### src/rtl/axil_cmd_sequencer_pkg.sv
// rtl/axil_cmd_sequencer_pkg.sv - shared op/status types and FSM state codes for the command sequencer
package axil_cmd_sequencer_pkg;

   typedef enum logic [1:0] {
      OP_WRITE = 2'b00,
      OP_READ  = 2'b01,
      OP_POLL  = 2'b10,
      OP_RMW   = 2'b11
   } op_e;

   typedef enum logic [1:0] {
      STAT_OK      = 2'b00,
      STAT_AXI_ERR = 2'b01,
      STAT_TIMEOUT = 2'b10
   } status_e;

   localparam logic [2:0] S_IDLE     = 3'd0;
   localparam logic [2:0] S_WR_REQ   = 3'd1;
   localparam logic [2:0] S_WR_WAIT  = 3'd2;
   localparam logic [2:0] S_RD_REQ   = 3'd3;
   localparam logic [2:0] S_RD_WAIT  = 3'd4;
   localparam logic [2:0] S_POLL_GAP = 3'd5;
   localparam logic [2:0] S_RSP      = 3'd6;

endpackage

### src/rtl/axil_cmd_sequencer_if.sv
// rtl/axil_cmd_sequencer_if.sv - request/done bus between the sequencer and the AXI-Lite master
interface axil_cmd_sequencer_if #(
   parameter int AW = 32,
   parameter int DW = 32
);
   logic          wr_valid;
   logic          wr_ready;
   logic [AW-1:0] wr_addr;
   logic [DW-1:0] wr_data;
   logic          wr_done;
   logic [1:0]    wr_error;

   logic          rd_valid;
   logic          rd_ready;
   logic [AW-1:0] rd_addr;
   logic [DW-1:0] rd_data;
   logic          rd_done;
   logic [1:0]    rd_error;

   modport master (
      output wr_valid, wr_addr, wr_data,
      input  wr_ready, wr_done, wr_error,
      output rd_valid, rd_addr,
      input  rd_ready, rd_data, rd_done, rd_error
   );

   modport slave (
      input  wr_valid, wr_addr, wr_data,
      output wr_ready, wr_done, wr_error,
      input  rd_valid, rd_addr,
      output rd_ready, rd_data, rd_done, rd_error
   );
endinterface

### src/rtl/axil_cmd_sequencer.sv
// rtl/axil_cmd_sequencer.sv - runs WRITE/READ/POLL/RMW commands as single-outstanding master accesses
module axil_cmd_sequencer
   import axil_cmd_sequencer_pkg::*;
#(
   parameter int AXI_DATA_WIDTH = 32,
   parameter int AXI_ADDR_WIDTH = 32,
   parameter int POLL_CNT_W     = 16,
   parameter int POLL_GAP       = 4
) (
   input  logic                      aclk_i,
   input  logic                      aresetn_i,
   input  logic                      cmd_valid_i,
   output logic                      cmd_ready_o,
   input  logic [1:0]                cmd_op_i,
   input  logic [AXI_ADDR_WIDTH-1:0] cmd_addr_i,
   input  logic [AXI_DATA_WIDTH-1:0] cmd_data_i,
   input  logic [AXI_DATA_WIDTH-1:0] cmd_mask_i,
   input  logic [POLL_CNT_W-1:0]     cmd_timeout_i,
   output logic                      rsp_valid_o,
   input  logic                      rsp_ready_i,
   output logic [AXI_DATA_WIDTH-1:0] rsp_data_o,
   output logic [1:0]                rsp_resp_o,
   output logic [1:0]                rsp_status_o,
   output logic                      busy_o,
   axil_cmd_sequencer_if.master      m_axil
);
   localparam int DW       = AXI_DATA_WIDTH;
   localparam int AW       = AXI_ADDR_WIDTH;
   localparam int PCW      = POLL_CNT_W;
   localparam int GAP_LAST = (POLL_GAP > 0) ? POLL_GAP - 1 : 0;
   localparam int GAP_W    = (GAP_LAST > 0) ? $clog2(GAP_LAST + 1) : 1;

   logic [2:0]       state_q, state_d;
   op_e              op_q, op_d;
   logic [AW-1:0]    addr_q, addr_d;
   logic [DW-1:0]    data_q, data_d;
   logic [DW-1:0]    mask_q, mask_d;
   logic [PCW-1:0]   timeout_q, timeout_d;
   logic [PCW-1:0]   attempts_q, attempts_d;
   logic [GAP_W-1:0] gap_q, gap_d;
   logic [DW-1:0]    wr_data_q, wr_data_d;
   logic [DW-1:0]    rsp_data_q, rsp_data_d;
   logic [1:0]       rsp_resp_q, rsp_resp_d;
   logic [1:0]       rsp_status_q, rsp_status_d;
   logic             wr_fin, rd_eval, poll_hit;

   assign poll_hit = ((m_axil.rd_data & mask_q) == (data_q & mask_q));

   always_comb begin
      state_d      = state_q;
      op_d         = op_q;
      addr_d       = addr_q;
      data_d       = data_q;
      mask_d       = mask_q;
      timeout_d    = timeout_q;
      attempts_d   = attempts_q;
      gap_d        = gap_q;
      wr_data_d    = wr_data_q;
      rsp_data_d   = rsp_data_q;
      rsp_resp_d   = rsp_resp_q;
      rsp_status_d = rsp_status_q;
      wr_fin       = 1'b0;
      rd_eval      = 1'b0;

      case (state_q)
         S_IDLE: begin
            if (cmd_valid_i) begin
               op_d       = op_e'(cmd_op_i);
               addr_d     = cmd_addr_i;
               data_d     = cmd_data_i;
               mask_d     = cmd_mask_i;
               timeout_d  = cmd_timeout_i;
               attempts_d = '0;
               wr_data_d  = cmd_data_i;
               state_d    = (op_e'(cmd_op_i) == OP_WRITE) ? S_WR_REQ : S_RD_REQ;
            end
         end
         S_WR_REQ: begin
            if (m_axil.wr_ready) begin
               if (m_axil.wr_done) wr_fin = 1'b1;
               else                state_d = S_WR_WAIT;
            end
         end
         S_WR_WAIT: wr_fin = m_axil.wr_done;
         S_RD_REQ: begin
            if (m_axil.rd_ready) begin
               if (m_axil.rd_done) rd_eval = 1'b1;
               else                state_d = S_RD_WAIT;
            end
         end
         S_RD_WAIT: rd_eval = m_axil.rd_done;
         S_POLL_GAP: begin
            gap_d = gap_q + 1'b1;
            if (gap_q == GAP_W'(GAP_LAST)) state_d = S_RD_REQ;
         end
         S_RSP: begin
            if (rsp_ready_i) state_d = S_IDLE;
         end
         default: state_d = S_IDLE;
      endcase

      if (wr_fin) begin
         rsp_data_d   = wr_data_q;
         rsp_resp_d   = m_axil.wr_error;
         rsp_status_d = (m_axil.wr_error != 2'b00) ? STAT_AXI_ERR : STAT_OK;
         state_d      = S_RSP;
      end

      // A failed read always ends the command, so an RMW never writes back stale data.
      if (rd_eval) begin
         rsp_data_d   = m_axil.rd_data;
         rsp_resp_d   = m_axil.rd_error;
         rsp_status_d = STAT_OK;
         state_d      = S_RSP;
         if (m_axil.rd_error != 2'b00) begin
            rsp_status_d = STAT_AXI_ERR;
         end else if (op_q == OP_RMW) begin
            wr_data_d = (m_axil.rd_data & ~mask_q) | (data_q & mask_q);
            state_d   = S_WR_REQ;
         end else if (op_q == OP_POLL && !poll_hit) begin
            if (attempts_q == timeout_q) begin
               rsp_status_d = STAT_TIMEOUT;
            end else begin
               attempts_d = attempts_q + 1'b1;
               gap_d      = '0;
               state_d    = (POLL_GAP == 0) ? S_RD_REQ : S_POLL_GAP;
            end
         end
      end
   end

   always_ff @(posedge aclk_i) begin
      if (!aresetn_i) begin
         state_q      <= S_IDLE;
         op_q         <= OP_WRITE;
         addr_q       <= '0;
         data_q       <= '0;
         mask_q       <= '0;
         timeout_q    <= '0;
         attempts_q   <= '0;
         gap_q        <= '0;
         wr_data_q    <= '0;
         rsp_data_q   <= '0;
         rsp_resp_q   <= '0;
         rsp_status_q <= '0;
      end else begin
         state_q      <= state_d;
         op_q         <= op_d;
         addr_q       <= addr_d;
         data_q       <= data_d;
         mask_q       <= mask_d;
         timeout_q    <= timeout_d;
         attempts_q   <= attempts_d;
         gap_q        <= gap_d;
         wr_data_q    <= wr_data_d;
         rsp_data_q   <= rsp_data_d;
         rsp_resp_q   <= rsp_resp_d;
         rsp_status_q <= rsp_status_d;
      end
   end

   assign cmd_ready_o     = aresetn_i && (state_q == S_IDLE);
   assign busy_o          = (state_q != S_IDLE);
   assign rsp_valid_o     = (state_q == S_RSP);
   assign rsp_data_o      = rsp_data_q;
   assign rsp_resp_o      = rsp_resp_q;
   assign rsp_status_o    = rsp_status_q;
   assign m_axil.wr_valid = (state_q == S_WR_REQ);
   assign m_axil.wr_addr  = addr_q;
   assign m_axil.wr_data  = wr_data_q;
   assign m_axil.rd_valid = (state_q == S_RD_REQ);
   assign m_axil.rd_addr  = addr_q;

endmodule

### src/flat_wrapper.sv
// flat-port wrapper written by rule: the top's interface ports become plain ports
module axil_cmd_sequencer_flat import axil_cmd_sequencer_pkg::*;
#(
   parameter int AXI_DATA_WIDTH = 32,
   parameter int AXI_ADDR_WIDTH = 32,
   parameter int POLL_CNT_W     = 16,
   parameter int POLL_GAP       = 4
)
  (aclk_i, aresetn_i, cmd_valid_i, cmd_ready_o, cmd_op_i, cmd_addr_i, cmd_data_i, cmd_mask_i, cmd_timeout_i, rsp_valid_o, rsp_ready_i, rsp_data_o, rsp_resp_o, rsp_status_o, busy_o, m_axil_wr_valid, m_axil_wr_addr, m_axil_wr_data, m_axil_wr_ready, m_axil_wr_done, m_axil_wr_error, m_axil_rd_valid, m_axil_rd_addr, m_axil_rd_ready, m_axil_rd_data, m_axil_rd_done, m_axil_rd_error);
  axil_cmd_sequencer_if #(.AW((32)), .DW((32))) m_axil_i ();
  input  logic aclk_i;
  input  logic aresetn_i;
  input  logic cmd_valid_i;
  output logic cmd_ready_o;
  input  logic [1:0] cmd_op_i;
  input  logic [AXI_ADDR_WIDTH-1:0] cmd_addr_i;
  input  logic [AXI_DATA_WIDTH-1:0] cmd_data_i;
  input  logic [AXI_DATA_WIDTH-1:0] cmd_mask_i;
  input  logic [POLL_CNT_W-1:0] cmd_timeout_i;
  output logic rsp_valid_o;
  input  logic rsp_ready_i;
  output logic [AXI_DATA_WIDTH-1:0] rsp_data_o;
  output logic [1:0] rsp_resp_o;
  output logic [1:0] rsp_status_o;
  output logic busy_o;
  output wire logic [$bits(m_axil_i.wr_valid)-1:0] m_axil_wr_valid;
  output wire logic [$bits(m_axil_i.wr_addr)-1:0] m_axil_wr_addr;
  output wire logic [$bits(m_axil_i.wr_data)-1:0] m_axil_wr_data;
  input wire logic [$bits(m_axil_i.wr_ready)-1:0] m_axil_wr_ready;
  input wire logic [$bits(m_axil_i.wr_done)-1:0] m_axil_wr_done;
  input wire logic [$bits(m_axil_i.wr_error)-1:0] m_axil_wr_error;
  output wire logic [$bits(m_axil_i.rd_valid)-1:0] m_axil_rd_valid;
  output wire logic [$bits(m_axil_i.rd_addr)-1:0] m_axil_rd_addr;
  input wire logic [$bits(m_axil_i.rd_ready)-1:0] m_axil_rd_ready;
  input wire logic [$bits(m_axil_i.rd_data)-1:0] m_axil_rd_data;
  input wire logic [$bits(m_axil_i.rd_done)-1:0] m_axil_rd_done;
  input wire logic [$bits(m_axil_i.rd_error)-1:0] m_axil_rd_error;
  assign m_axil_wr_valid = m_axil_i.wr_valid;
  assign m_axil_wr_addr = m_axil_i.wr_addr;
  assign m_axil_wr_data = m_axil_i.wr_data;
  assign m_axil_i.wr_ready = m_axil_wr_ready;
  assign m_axil_i.wr_done = m_axil_wr_done;
  assign m_axil_i.wr_error = m_axil_wr_error;
  assign m_axil_rd_valid = m_axil_i.rd_valid;
  assign m_axil_rd_addr = m_axil_i.rd_addr;
  assign m_axil_i.rd_ready = m_axil_rd_ready;
  assign m_axil_i.rd_data = m_axil_rd_data;
  assign m_axil_i.rd_done = m_axil_rd_done;
  assign m_axil_i.rd_error = m_axil_rd_error;
  axil_cmd_sequencer #(.AXI_DATA_WIDTH(AXI_DATA_WIDTH), .AXI_ADDR_WIDTH(AXI_ADDR_WIDTH), .POLL_CNT_W(POLL_CNT_W), .POLL_GAP(POLL_GAP)) u_core (.aclk_i(aclk_i), .aresetn_i(aresetn_i), .cmd_valid_i(cmd_valid_i), .cmd_ready_o(cmd_ready_o), .cmd_op_i(cmd_op_i), .cmd_addr_i(cmd_addr_i), .cmd_data_i(cmd_data_i), .cmd_mask_i(cmd_mask_i), .cmd_timeout_i(cmd_timeout_i), .rsp_valid_o(rsp_valid_o), .rsp_ready_i(rsp_ready_i), .rsp_data_o(rsp_data_o), .rsp_resp_o(rsp_resp_o), .rsp_status_o(rsp_status_o), .busy_o(busy_o), .m_axil(m_axil_i));
endmodule
### config.mk
export PLATFORM = sky130hd
export DESIGN_NAME = axil_cmd_sequencer_flat
export DESIGN_NICKNAME = d
export VERILOG_FILES = /design/src/rtl/axil_cmd_sequencer_pkg.sv /design/src/rtl/axil_cmd_sequencer_if.sv /design/src/rtl/axil_cmd_sequencer.sv /design/src/flat_wrapper.sv
export SDC_FILE = /design/constraint.sdc
export NUM_CORES = 1
export LEC_CHECK = 0
export CAP_MARGIN = 20
export CORE_MARGIN = 4
export CORE_UTILIZATION = 30
export DETAILED_ROUTE_END_ITERATION = 6
export GPL_ROUTABILITY_DRIVEN = 0
export SLEW_MARGIN = 20
export SYNTH_ARGS = -nofsm -noshare
export SYNTH_HDL_FRONTEND = slang
export SYNTH_SLANG_ARGS = --single-unit
export TNS_END_PERCENT = 20
### constraint.sdc
create_clock -name aclk_i -period 5.55 [get_ports aclk_i]
set_clock_uncertainty 0.05 [all_clocks]
set_input_delay 1.11 -clock aclk_i [delete_from_list [all_inputs] [get_ports aclk_i]]
set_output_delay 1.11 -clock aclk_i [all_outputs]
set_load 0.01 [all_outputs]
[Word-level counts from Yosys, hierarchy flattened]
Index checks and enable logic that the tools add are counted.
Storage, ports and cells
  bits in registers: 203
  latch bits: 0
  memory bits (writable): 0
  memory bits (read-only): 0
  input bits: 158
  output and inout bits: 137
  memories kept: 0
Operators by class
  $add $sub $neg: 2
  $mul: 0
  div/mod/pow operators: 0
  order comparisons: 0
  equal/unequal tests: 19
  shift operators: 0
  mux-type cells: 50
  bitwise operators: 5
  reductions and logical operators: 12
Operators by type and width (count)
  32-bit 2-to-1 mux: 7
  16-bit 2-to-1 mux: 7
  32-bit bitwise AND: 3
  3-bit 2-to-1 mux: 12
  32-bit equality test: 1
  2-bit 2-to-1 mux: 16
  32-bit inverter: 1
  32-bit OR: 1
  3-bit case mux with 6 select lines: 1
  16-bit by 1-bit adder with 16-bit output (second input constant): 1
  16-bit equality test: 1
  4-bit by 1-bit inequality test with 1-bit output (second input constant): 4
  4-bit by 2-bit inequality test with 1-bit output (second input constant): 3
  3-bit equality test (second input constant): 3
  8-bit AND reduction: 1
  2-bit equality test (second input constant): 3
  3-bit by 2-bit equality test with 1-bit output (second input constant): 2
  2-bit nonzero test: 3
  1-bit 2-to-1 mux: 5
  1-bit case mux with 2 select lines: 2
  3-bit by 1-bit equality test with 1-bit output (second input constant): 1
  3-bit logical NOT: 1
  3-bit by 1-bit inequality test with 1-bit output (second input constant): 1
  3-bit nonzero test: 1
  6 further kinds: 7

[Logic depth before layout (Yosys ltp)]
Gate-level depths: netlist of the first run.
  depth after elaboration: 8
  mapped depth: 10
  depth with buffers taken out: 7

[Worst setup path after synthesis of the first run]
No wires, ideal clock.
  path kind: input to output
  start: in aresetn_i
  end: out cmd_ready_o
  arrival time: 1.852 ns
  data required time: 4.390 ns
  setup slack: 2.538 ns
  cell stages on the path: 4
  buffers on the path: 2
  path through: inv_2 -> clkbuf_1 -> clkbuf_1 -> nor2_1
Between the ends
  cells in the longest elaborated chain, start to end: 1
RTL lines
  from (decl): line flat_wrapper.sv:12  | input logic aresetn_i;
  1-bit logical AND: line axil_cmd_sequencer.sv:162  | assign cmd_ready_o = aresetn_i && (state_q == S_IDLE);
  to (decl): line flat_wrapper.sv:14  | output logic cmd_ready_o;
No other way between the ends.

[Worst setup path after layout of the first run]
Ends and elaborated chain as after synthesis.

==> results of run 1 <==
-- routing by layer --
metal	vias to the layer above	routed length, um	GRT usage	part of all wire
met2	233	13690	0.2765	0.46
met4	2	514	0.03302	0.017
met1	3937	13470	0.2319	0.46
li1	4199	-	-	-
met3	32	1882	0.04087	0.064
met5	-	8	0	0.00027
-- through the flow --
step	worst slack, ns	util	std cells	total power (uW)	hold slack (ns)
finish	1.531	0.4318	1723	5179	0.4108
global route	1.385	0.4318	1723	5483	0.4397
CTS	1.481	0.4318	1723	5253	0.4139
floorplan	2.538	-	1092	2904	0.3869
detailed placement	1.281	0.4052	1679	3661	0.4056
global placement	1.368	0.4052	1679	3643	0.3980
-- where the power goes --
part           switching (uW)  total, uW  internal [uW]
logic                     862       1630            769
registers                 247       1980           1730
clock network             631       1570            936
total                    1740       5180           3440
-- layout make-up --
type                            instances  area share
Tap cell                              390     0.03813
Timing Repair Buffer                  303      0.2352
Inverter                                5    0.001857
Clock inverter                         10    0.006159
Multi-Input combinational cell        778      0.3457
Sequential cell                       203      0.3175
Clock buffer                           34     0.05543
-- sequential cells by signal (all words and copies together), names as in the netlist --
register	cells
u_core.attempts_q	16
u_core.m_axil.wr_data	32
u_core.data_q	32
u_core.state_q	3
u_core.gap_q	2
u_core.mask_q	32
u_core.rsp_data_o	32
u_core.op_q	2
u_core.m_axil.rd_addr	32
u_core.rsp_resp_o	2
u_core.rsp_status_o	2
u_core.timeout_q	16
-- worst reg2reg max path, stage by stage, from the launching register on --
cell	delay, ns
dfxtp_1	0.33
xor2_1	0.16
a22oi_1	0.37
nand4_1	0.15
nor4_1	0.77
or4_1	0.68
nor2_1	0.12
a211o_1	0.30
-- cell usage after synthesis, drive strengths merged --
library cell | n | share of area
nor3 | 8 | 0.0044
a311oi | 32 | 0.031
nand3b | 1 | 0.00083
a22oi | 18 | 0.015
a21oi | 125 | 0.069
nor4 | 6 | 0.0042
a211o | 6 | 0.0058
xor2 | 50 | 0.049
nor3b | 5 | 0.0047
a21o | 5 | 0.0042
xnor2 | 4 | 0.0039
o31ai | 1 | 0.00083
mux2i | 33 | 0.037
nand4 | 6 | 0.0042
nand2 | 282 | 0.12
nor4b | 2 | 0.0036
clkbuf | 56 | 0.023
nor2 | 51 | 0.021
o21a | 1 | 0.00083
o2bb2ai | 5 | 0.0049
buf | 50 | 0.037
and2 | 2 | 0.0014
dfxtp | 203 | 0.45
or4 | 1 | 0.00083
or2 | 1 | 0.00069
nor2b | 33 | 0.023
and4b | 1 | 0.0011
ha | 2 | 0.0028
and3b | 1 | 0.00097
and3 | 4 | 0.0028
nand3 | 5 | 0.0028
inv | 5 | 0.0021
a211oi | 69 | 0.057
or3 | 3 | 0.0026
o211ai | 3 | 0.0025
o21ai | 6 | 0.0037
nand2b | 6 | 0.0042
-- layout by cell type (no fill, tap or decap), drive strengths merged, types with 4 or more instances in the layout --
master         count
and3               4
nor2              51
inv                6
xnor2              4
mux2i             33
nand2            282
nand4              6
a22oi             18
xor2              50
buf                9
dfxtp            203
nor4               6
nor3               8
nand2b             6
a21o               5
clkinv             8
o21ai              6
clkbuf            34
nor2b             33
a211o              6
a211oi            69
a311oi            32
nor3b              5
clkdlybuf4s50    294
nand3              5
o2bb2ai            5
a21oi            125
-- worst paths after layout --
path              depth (start not counted)  slack (ns)                    end
hold / removal                            2        0.41        u_core.gap_q[1]
setup reg to reg                          7        2.52  u_core.attempts_q[13]
setup / recovery                          4        1.53            cmd_ready_o
hold reg to reg                           2        0.41        u_core.gap_q[1]
-- cells by family after synthesis --
family                     share of synthesized area
xor gates and xnor gates                     0.05240
AOI/OAI and AO/OA                             0.1955
DFF                                           0.4502
and+or+nand+nor                               0.2006
buffers and inverters                        0.06196
muxes                                        0.03660
adders and majority gates                   0.002772
==> results by group, run 1 <==
Floorplan
  – Num ports: 295
  – Die area: 32,930 um2
  – Total core area: 29,640 um2
  – Die Width: 181.5 um
  – Initial Util: 0.3045
  – Row count: 63
  – Die Ht: 181.5 um

STA
  – Slew margin rel.: 0.2863
  – Setup-failing EPs final: 0
  – Crit share post-route: 0.7241
  – Slew @ Worst Pin: 1.070 ns
  – Max-slew violation count: 0
  – Final Hold Viols: 0
  – RSZ-0062 raised after global routing: false
  – Tmin final: 4.019 ns
  – Peak Freq: 248.8 MHz
  – TNS Setup: 0 ns

Global routing
  – Gr usage total: 0.1698
  – Vias in the first global route: 8,285
  – Initial antenna violation count: 1
  – Largest net degree at the start of global routing: 98
  – Overflow after GRT: 0
  – First-pass GRT wire length: 46,110 um

Worst setup path
  – CP max stage delay: 0.55 ns
  – Setup crit start: aresetn_i
  – Critical Path AT: 2.86 ns
  – Most Frequent Cell on Critical Path: clkdlybuf4s50_1
  – WP data required: 4.39 ns
  – Buf/Inv on CP: 3
  – Crit path cell chain: clkdlybuf4s50_1 -> inv_6 -> nor2_1 -> clkdlybuf4s50_1
  – Critical Path End Type: output pin
  – CP Class: in2out
  – Worst Path Max Fanout: 92
  – Crit-path slowest cell: clkdlybuf4s50_1
  – Crit start category: primary input
  – FF-to-FF Start: u_core.data_q[9]
  – Top Family by Delay on Critical Path: buffers and inverters

Placement
  – Number of I/O port buffers: 294
  – Placement Cell Area: 12,010 um2
  – Post-DP HPWL: 20,550 um

Yosys
  – Yosys warnings: 0
  – Synth unique cells: 45
  – Syn Inst Count: 1,092
  – Sequential fraction of the synthesis area: 0.4502
  – Post-Syn Nets: 1,252
  – Mean post-synth cell area: 8.266 um2
  – Post-Syn Area: 9026 um2
  – Synthesized flop and latch total: 203

Layout
  – Final net count: 1,475
  – Share of layout cells above drive strength 1: 0.04426
  – Area Overhead vs Synth: 41.79%
  – Fill cells: 3,020
  – Sequential standard cell area: 4064 um2
  – # diodes: 0
  – Area taken by multi-input logic gates: 4424 um2
  – Design area: 12,800 um2

Worst hold path
  – Hold Startpoint: u_core.gap_q[1]
  – Worst hold path class: reg2reg

Clock tree
  – Later-pin clock latency in the skew report: 0.51 ns
  – CTS root buffer: clkbuf_16
  – TritonCTS clock tree: yes
  – Post-CTS sizing: 0
  – Max clock buf depth: 3
  – Post-CTS setup buffer count: 0
  – H-tree depth: 1
  – Sink Count: 203
  – CTS buffer count: 24
  – # hold bufs at CTS: 0
  – Clk pin slew, worst setup/hold paths: 0.06 ns

Power and ir drop
  – Leak pwr: 0.004637 uW
  – PwrDens: 404.6 nW/um2
  – Maximum vdd drop: 0.2210 mV

Job
  – Max Cap Violations: 0

Routing
  – Initial detailed-routing violation count: 421
  – DRT antenna net count: 0
  – Final WL: 29,560 um
  – Vias per cell: 4.877
  – DR vias: 8,403
  – Drt first pass iters: 5
  – DR WL/cell: 17.16 um
  – Residual DRC count: 0

Run status
  – Status: finished clean
(Power assumes the default switching activity.)
==> run 2: changes to the inputs <==
Clock period 5.55 ns to 3.5 ns, I/O delays scaled along.
==> results by group, run 2 (same netlist as run 1, synthesis figures left out) <==
Worst setup path
  – Critical Path End Type: output pin (unchanged)
  – R2R Path End: u_core.attempts_q[13] (unchanged)
  – Crit start category: flip-flop (was primary input)
  – WP data required: 2.75 ns (was 4.39 ns)
  – Reg2Reg Depth: 8 (was 7)
  – Crit-path slowest cell: clkdlybuf4s50_1 (unchanged)
  – Crit path cell chain: nor3_1 -> inv_1 -> nor2_1 -> clkdlybuf4s50_1 (was clkdlybuf4s50_1 -> inv_6 -> nor2_1 -> clkdlybuf4s50_1)
  – Setup crit start: u_core.state_q[0] (was aresetn_i)
  – CP max stage delay: 0.57 ns (was 0.55 ns)
  – Worst Path Max Fanout: 14 (was 92)
  – CP Class: reg2out (was in2out)
  – Critical path endpoint: cmd_ready_o (unchanged)
  – Critical Path AT: 2.40 ns (was 2.86 ns)
  – Reg2reg setup slack: 0.80 ns (was 2.52 ns)
  – FF-to-FF Start: u_core.state_q[0] (was u_core.data_q[9])

Power and ir drop
  – Switching pwr: 2754 uW (was 1740 uW)
  – Net Sw Frac: 0.3301 (was 0.3361)
  – PwrDens: 644.3 nW/um2 (was 404.6 nW/um2)
  – Gate power share: 0.320 (was 0.315)
  – Sequential share of power: 0.376 (was 0.382)
  – Clock power share: 0.304 (was 0.303)
  – Maximum vdd drop: 0.3259 mV (was 0.2210 mV)
  – Internal cell power: 5589 uW (was 3438 uW)
  – Leak pwr: 0.004692 uW (was 0.004637 uW)

Layout
  – # diodes: 0 (unchanged)
  – Area Overhead vs Synth: 43.46% (was 41.79%)
  – Final net count: 1,482 (was 1,475)
  – Layout Cells excl Fill: 1,730 (was 1,723)
  – Final core occ: 0.4369 (was 0.4318)
  – Most common cell after layout, fill and taps aside: clkdlybuf4s50_1 (unchanged)
  – Share of layout cells above drive strength 1: 0.04552 (was 0.04426)
  – Commonest cells after routing, fill and taps aside: clkdlybuf4s50_1 (294), nand2_1 (280), dfxtp_1 (203) (unchanged)

Clock tree
  – CTS root buffer: clkbuf_16 (unchanged)
  – CTS buffer count: 25 (was 24)
  – Later-pin clock latency in the skew report: 0.51 ns (about the same)
  – TritonCTS clock tree: yes (unchanged)
  – Sink Count: 203 (unchanged)
  – H-tree depth: 1 (unchanged)
  – Max clock buf depth: 3 (unchanged)
  – Post-CTS setup buffer count: 0 (unchanged)
  – # hold bufs at CTS: 0 (unchanged)
  – Post-CTS sizing: 0 (unchanged)
  – Clk pin slew, worst setup/hold paths: 0.06 ns (about the same)

Routing
  – Residual DRC count: 0 (unchanged)
  – DR vias: 8,416 (was 8,403)
  – DR WL/cell: 17.11 um (was 17.16 um)
  – DRT antenna net count: 0 (unchanged)
  – Drt first pass iters: 5 (unchanged)
  – Final WL: 29,600 um (was 29,560 um)
  – Initial detailed-routing violation count: 469 (was 421)
  – Vias per cell: 4.865 (was 4.877)

Floorplan
  – Die Ht: 181.5 um (unchanged)
  – Num ports: 295 (unchanged)
  – Row count: 63 (unchanged)
  – Initial Util: 0.3045 (unchanged)
  – Die Width: 181.5 um (unchanged)
  – Total core area: 29,640 um2 (unchanged)
  – Die area: 32,930 um2 (unchanged)

STA
  – Crit share post-route: 0.9005
  – TNS Setup: 0 ns (unchanged)
  – Max-slew violation count: 0 (unchanged)
  – RSZ-0062 raised after global routing: false (unchanged)
  – Hold WS: 0.4050 ns (was 0.4108 ns)
  – Peak Freq: 317.3 MHz
  – Final Hold Viols: 0 (unchanged)
  – Tmin final: 3.152 ns
  – Slew @ Worst Pin: 0.9628 ns (was 1.070 ns)
  – Final setup margin: 0.3481 ns (was 1.531 ns)
  – Slew margin rel.: 0.3581 (was 0.2863)
  – Setup-failing EPs final: 0 (unchanged)

Placement
  – Post-Place Cells: 1,685 (was 1,679)
  – Number of I/O port buffers: 294 (unchanged)
  – Pre-CTS setup slack: 0.1900 ns (was 1.281 ns)
  – Post-DP HPWL: 20,680 um (was 20,550 um)

Global routing
  – Overflow after GRT: 0 (unchanged)
  – Vias in the first global route: 8,443 (was 8,285)
  – Initial antenna violation count: 0 (was 1)
  – Gr usage total: 0.1716 (was 0.1698)
  – Largest net degree at the start of global routing: 187 (was 98)
  – First-pass GRT wire length: 46,650 um (was 46,110 um)

Worst hold path
  – Worst hold path class: reg2reg (unchanged)

Run status
  – Status: finished clean (unchanged)

Job
  – Max Cap Violations: 0 (unchanged)
==> run 2: cell type report <==
cell class	instances	area, um2
Inverter	5	23.77
Fill cell	2982	16690
Clock buffer	38	714.4
Timing Repair Buffer	309	3143
Multi-Input combinational cell	778	4424
Clock inverter	7	91.34
Sequential cell	203	4064
Tap cell	390	488.0
==> run 2: metal layers <==
metal | routed length (um) | GRT usage | vias up
li1 | - | - | 4215
met1 | 13230 | 0.2295 | 3933
met2 | 13850 | 0.2871 | 235
met3 | 2077 | 0.03886 | 33
met4 | 436 | 0.03332 | 0
met5 | 0 | 0 | -
==> run 2: critical path: cells and delay by family, from the launching register on <==
| kind | cells | cell delay (ns) |
|---|---|---|
| buffers and inverters | 2 | 0.80 |
| and+or+nand+nor | 2 | 0.62 |
| DFF | 1 | 0.46 |
==> run 2: power groups by stage <==
| stage | registers, uW | logic, uW | clock network (uW) |
|---|---|---|---|
| 3_5_place_dp | 3180 | 2710 | 0 |
| 4_1_cts | 3140 | 2720 | 2620 |
| 6_report | 3140 | 2670 | 2530 |
| 3_3_place_gp | 3170 | 2690 | 0 |
| 2_1_floorplan | 3170 | 1430 | 0 |
| 5_1_grt | 3210 | 2940 | 2720 |
==> run 2: through the flow <==
step           power [uW]  area (um2)
5_1_grt              8864       12950
4_1_cts              8485       12950
6_report             8343       12950
3_3_place_gp         5861       12140
2_1_floorplan        4604        9026
3_5_place_dp         5892       12140
==> run 2: worst min-delay path by stage <==
stage	startpoint	to	cells after the start
2_1_floorplan	u_core.op_q[1]	u_core.op_q[1]	2
3_3_place_gp	u_core.op_q[1]	u_core.op_q[1]	2
3_5_place_dp	u_core.rsp_data_o[31]	u_core.rsp_data_o[31]	2
4_1_cts	u_core.rsp_data_o[31]	u_core.rsp_data_o[31]	2
5_1_grt	u_core.timeout_q[11]	u_core.timeout_q[11]	2
6_report	u_core.rsp_data_o[31]	u_core.rsp_data_o[31]	2
==> run 3: changes to the inputs <==
Settings changed: CELL_PAD_IN_SITES_DETAIL_PLACEMENT from default to 1, CELL_PAD_IN_SITES_GLOBAL_PLACEMENT from default to 1, PLACE_DENSITY_LB_ADDON from default to 0.1, RECOVER_POWER from default to 50.
==> results by group, run 3 (same netlist as run 1, synthesis figures left out) <==
Layout
  – Commonest cells after routing, fill and taps aside: nand2_1 (280), dfxtp_1 (203), clkdlybuf4s50_1 (194) (was clkdlybuf4s50_1 (294), nand2_1 (280), dfxtp_1 (203))
  – Most common cell after layout, fill and taps aside: nand2_1 (was clkdlybuf4s50_1)
  – Share of layout cells above drive strength 1: 0.04698 (was 0.04552)
  – # diodes: 0 (unchanged)
  – Final net count: 1,484 (was 1,482)
  – Area Overhead vs Synth: 43.55% (was 43.46%)

Worst setup path
  – Setup crit start: u_core.state_q[0] (unchanged)
  – WP data required: 2.75 ns (about the same)
  – Crit-path slowest cell: clkdlybuf4s50_1 (unchanged)
  – Critical Path End Type: output pin (unchanged)
  – Reg2Reg Depth: 7 (was 8)
  – Crit path cell chain: nor3_1 -> inv_1 -> nor2_1 -> clkdlybuf4s50_1 (unchanged)
  – Reg2reg setup slack: 0.48 ns (was 0.80 ns)
  – FF-to-FF Start: u_core.state_q[1] (was u_core.state_q[0])
  – Critical path endpoint: cmd_ready_o (unchanged)
  – R2R Path End: u_core.state_q[2] (was u_core.attempts_q[13])
  – Critical Path AT: 2.32 ns (was 2.40 ns)
  – Worst Path Max Fanout: 14 (unchanged)
  – Crit start category: flip-flop (unchanged)
  – CP Class: reg2out (unchanged)
  – CP max stage delay: 0.58 ns (was 0.57 ns)

Clock tree
  – CTS buffer count: 25 (unchanged)
  – TritonCTS clock tree: yes (unchanged)
  – Later-pin clock latency in the skew report: 0.51 ns (about the same)
  – Max clock buf depth: 3 (unchanged)
  – CTS root buffer: clkbuf_16 (unchanged)
  – Post-CTS setup buffer count: 0 (unchanged)
  – H-tree depth: 1 (unchanged)
  – # hold bufs at CTS: 0 (unchanged)
  – Sink Count: 203 (unchanged)
  – Post-CTS sizing: 0 (unchanged)
  – Clk pin slew, worst setup/hold paths: 0.06 ns (about the same)

STA
  – Peak Freq: 325.6 MHz (was 317.3 MHz)
  – Max-slew violation count: 0 (unchanged)
  – Slew @ Worst Pin: 1.277 ns (was 0.9628 ns)
  – Hold WS: 0.4101 ns (was 0.4050 ns)
  – Crit share post-route: 0.8774 (was 0.9005)
  – Setup-failing EPs final: 0 (unchanged)
  – RSZ-0062 raised after global routing: false (unchanged)
  – TNS Setup: 0 ns (unchanged)
  – Tmin final: 3.071 ns (was 3.152 ns)
  – Final Hold Viols: 0 (unchanged)
  – Slew margin rel.: 0.1487 (was 0.3581)

Run status
  – Status: finished clean (unchanged)

Global routing
  – Gr usage total: 0.1843 (was 0.1716)
  – Vias in the first global route: 8,947 (was 8,443)
  – Initial antenna violation count: 3 (was 0)
  – First-pass GRT wire length: 50,080 um (was 46,650 um)
  – Largest net degree at the start of global routing: 102 (was 187)
  – Overflow after GRT: 0 (unchanged)

Routing
  – DR vias: 8,548 (was 8,416)
  – Drt first pass iters: 4 (was 5)
  – Final WL: 31,750 um (was 29,600 um)
  – DR WL/cell: 18.34 um (was 17.11 um)
  – Residual DRC count: 0 (unchanged)
  – Vias per cell: 4.938 (was 4.865)
  – Initial detailed-routing violation count: 350 (was 469)
  – DRT antenna net count: 0 (unchanged)

Floorplan
  – Row count: 63 (unchanged)
  – Total core area: 29,640 um2 (unchanged)
  – Die Ht: 181.5 um (unchanged)
  – Die area: 32,930 um2 (unchanged)
  – Num ports: 295 (unchanged)
  – Die Width: 181.5 um (unchanged)
  – Initial Util: 0.3045 (unchanged)

Placement
  – Post-DP HPWL: 22,400 um (was 20,680 um)
  – Number of I/O port buffers: 294 (unchanged)

Worst hold path
  – Worst hold path class: reg2reg (unchanged)

Power and ir drop
  – Maximum vdd drop: 0.3462 mV (was 0.3259 mV)
  – Leak pwr: 0.005018 uW (was 0.004692 uW)
  – PwrDens: 642.7 nW/um2 (was 644.3 nW/um2)

Job
  – Max Cap Violations: 0 (unchanged)
run 3: cell types whose count changed in the layout (fill, tap and decap cells not counted), sizes merged:
cell / delta
clkdlybuf4s50: -100
dlygate4sd3: +100
clkbuf: +3
bufinv: -1
clkinv: +1
clkinvlp: -1
inv: -1
run 3: metrics by stage:
stage	utilization	std cells	cell area [um2]	setup WS, ns	power [uW]
3_3_place_gp	0.4098	1687	12150	0.04657	5913
2_1_floorplan	-	1092	9026	1.006	4604
6_report	0.4372	1731	12960	0.4291	8328
3_5_place_dp	0.4098	1687	12150	0.07316	5953
5_1_grt	0.4372	1731	12960	0.2316	8869
4_1_cts	0.4374	1731	12960	0.3269	8589
run 3: report_power, final:
part           total [uW]  switching, uW  leakage, uW  internal (uW)
Clock                2570            999     0.000408           1570
Combinational        2630           1430      0.00295           1200
Sequential           3130            384      0.00166           2750
run 3: worst min-delay path by stage:
stage	from	end	cells past startpoint
finish	u_core.op_q[1]	u_core.op_q[1]	2
global route	u_core.timeout_q[14]	u_core.timeout_q[14]	2
CTS	u_core.op_q[1]	u_core.op_q[1]	2
detailed placement	u_core.op_q[1]	u_core.op_q[1]	2
global placement	u_core.op_q[1]	u_core.op_q[1]	2
floorplan	u_core.op_q[1]	u_core.op_q[1]	2
run 3: metal layers:
| metal | share of wire | global-route usage |
|---|---|---|
| met1 | 0.47 | 0.2539 |
| met2 | 0.45 | 0.2963 |
| met3 | 0.066 | 0.04988 |
| met4 | 0.012 | 0.02972 |
| met5 | 0.0010 | 0 |
run 3: area by class of cell:
type	instances	area, um2
Tap cell	390	488.0
Multi-Input combinational cell	778	4420
Sequential cell	203	4064
Inverter	5	23.77
Clock inverter	5	50.05
Clock buffer	39	768.2
Fill cell	3481	16680
Timing Repair Buffer	311	3143
run 3: worst max-delay path, delay by kind of cell (launching register included):
kind          cells  cell delay (ns)
buf+inv           2             0.75
simple gates      2             0.60
flops             1             0.46
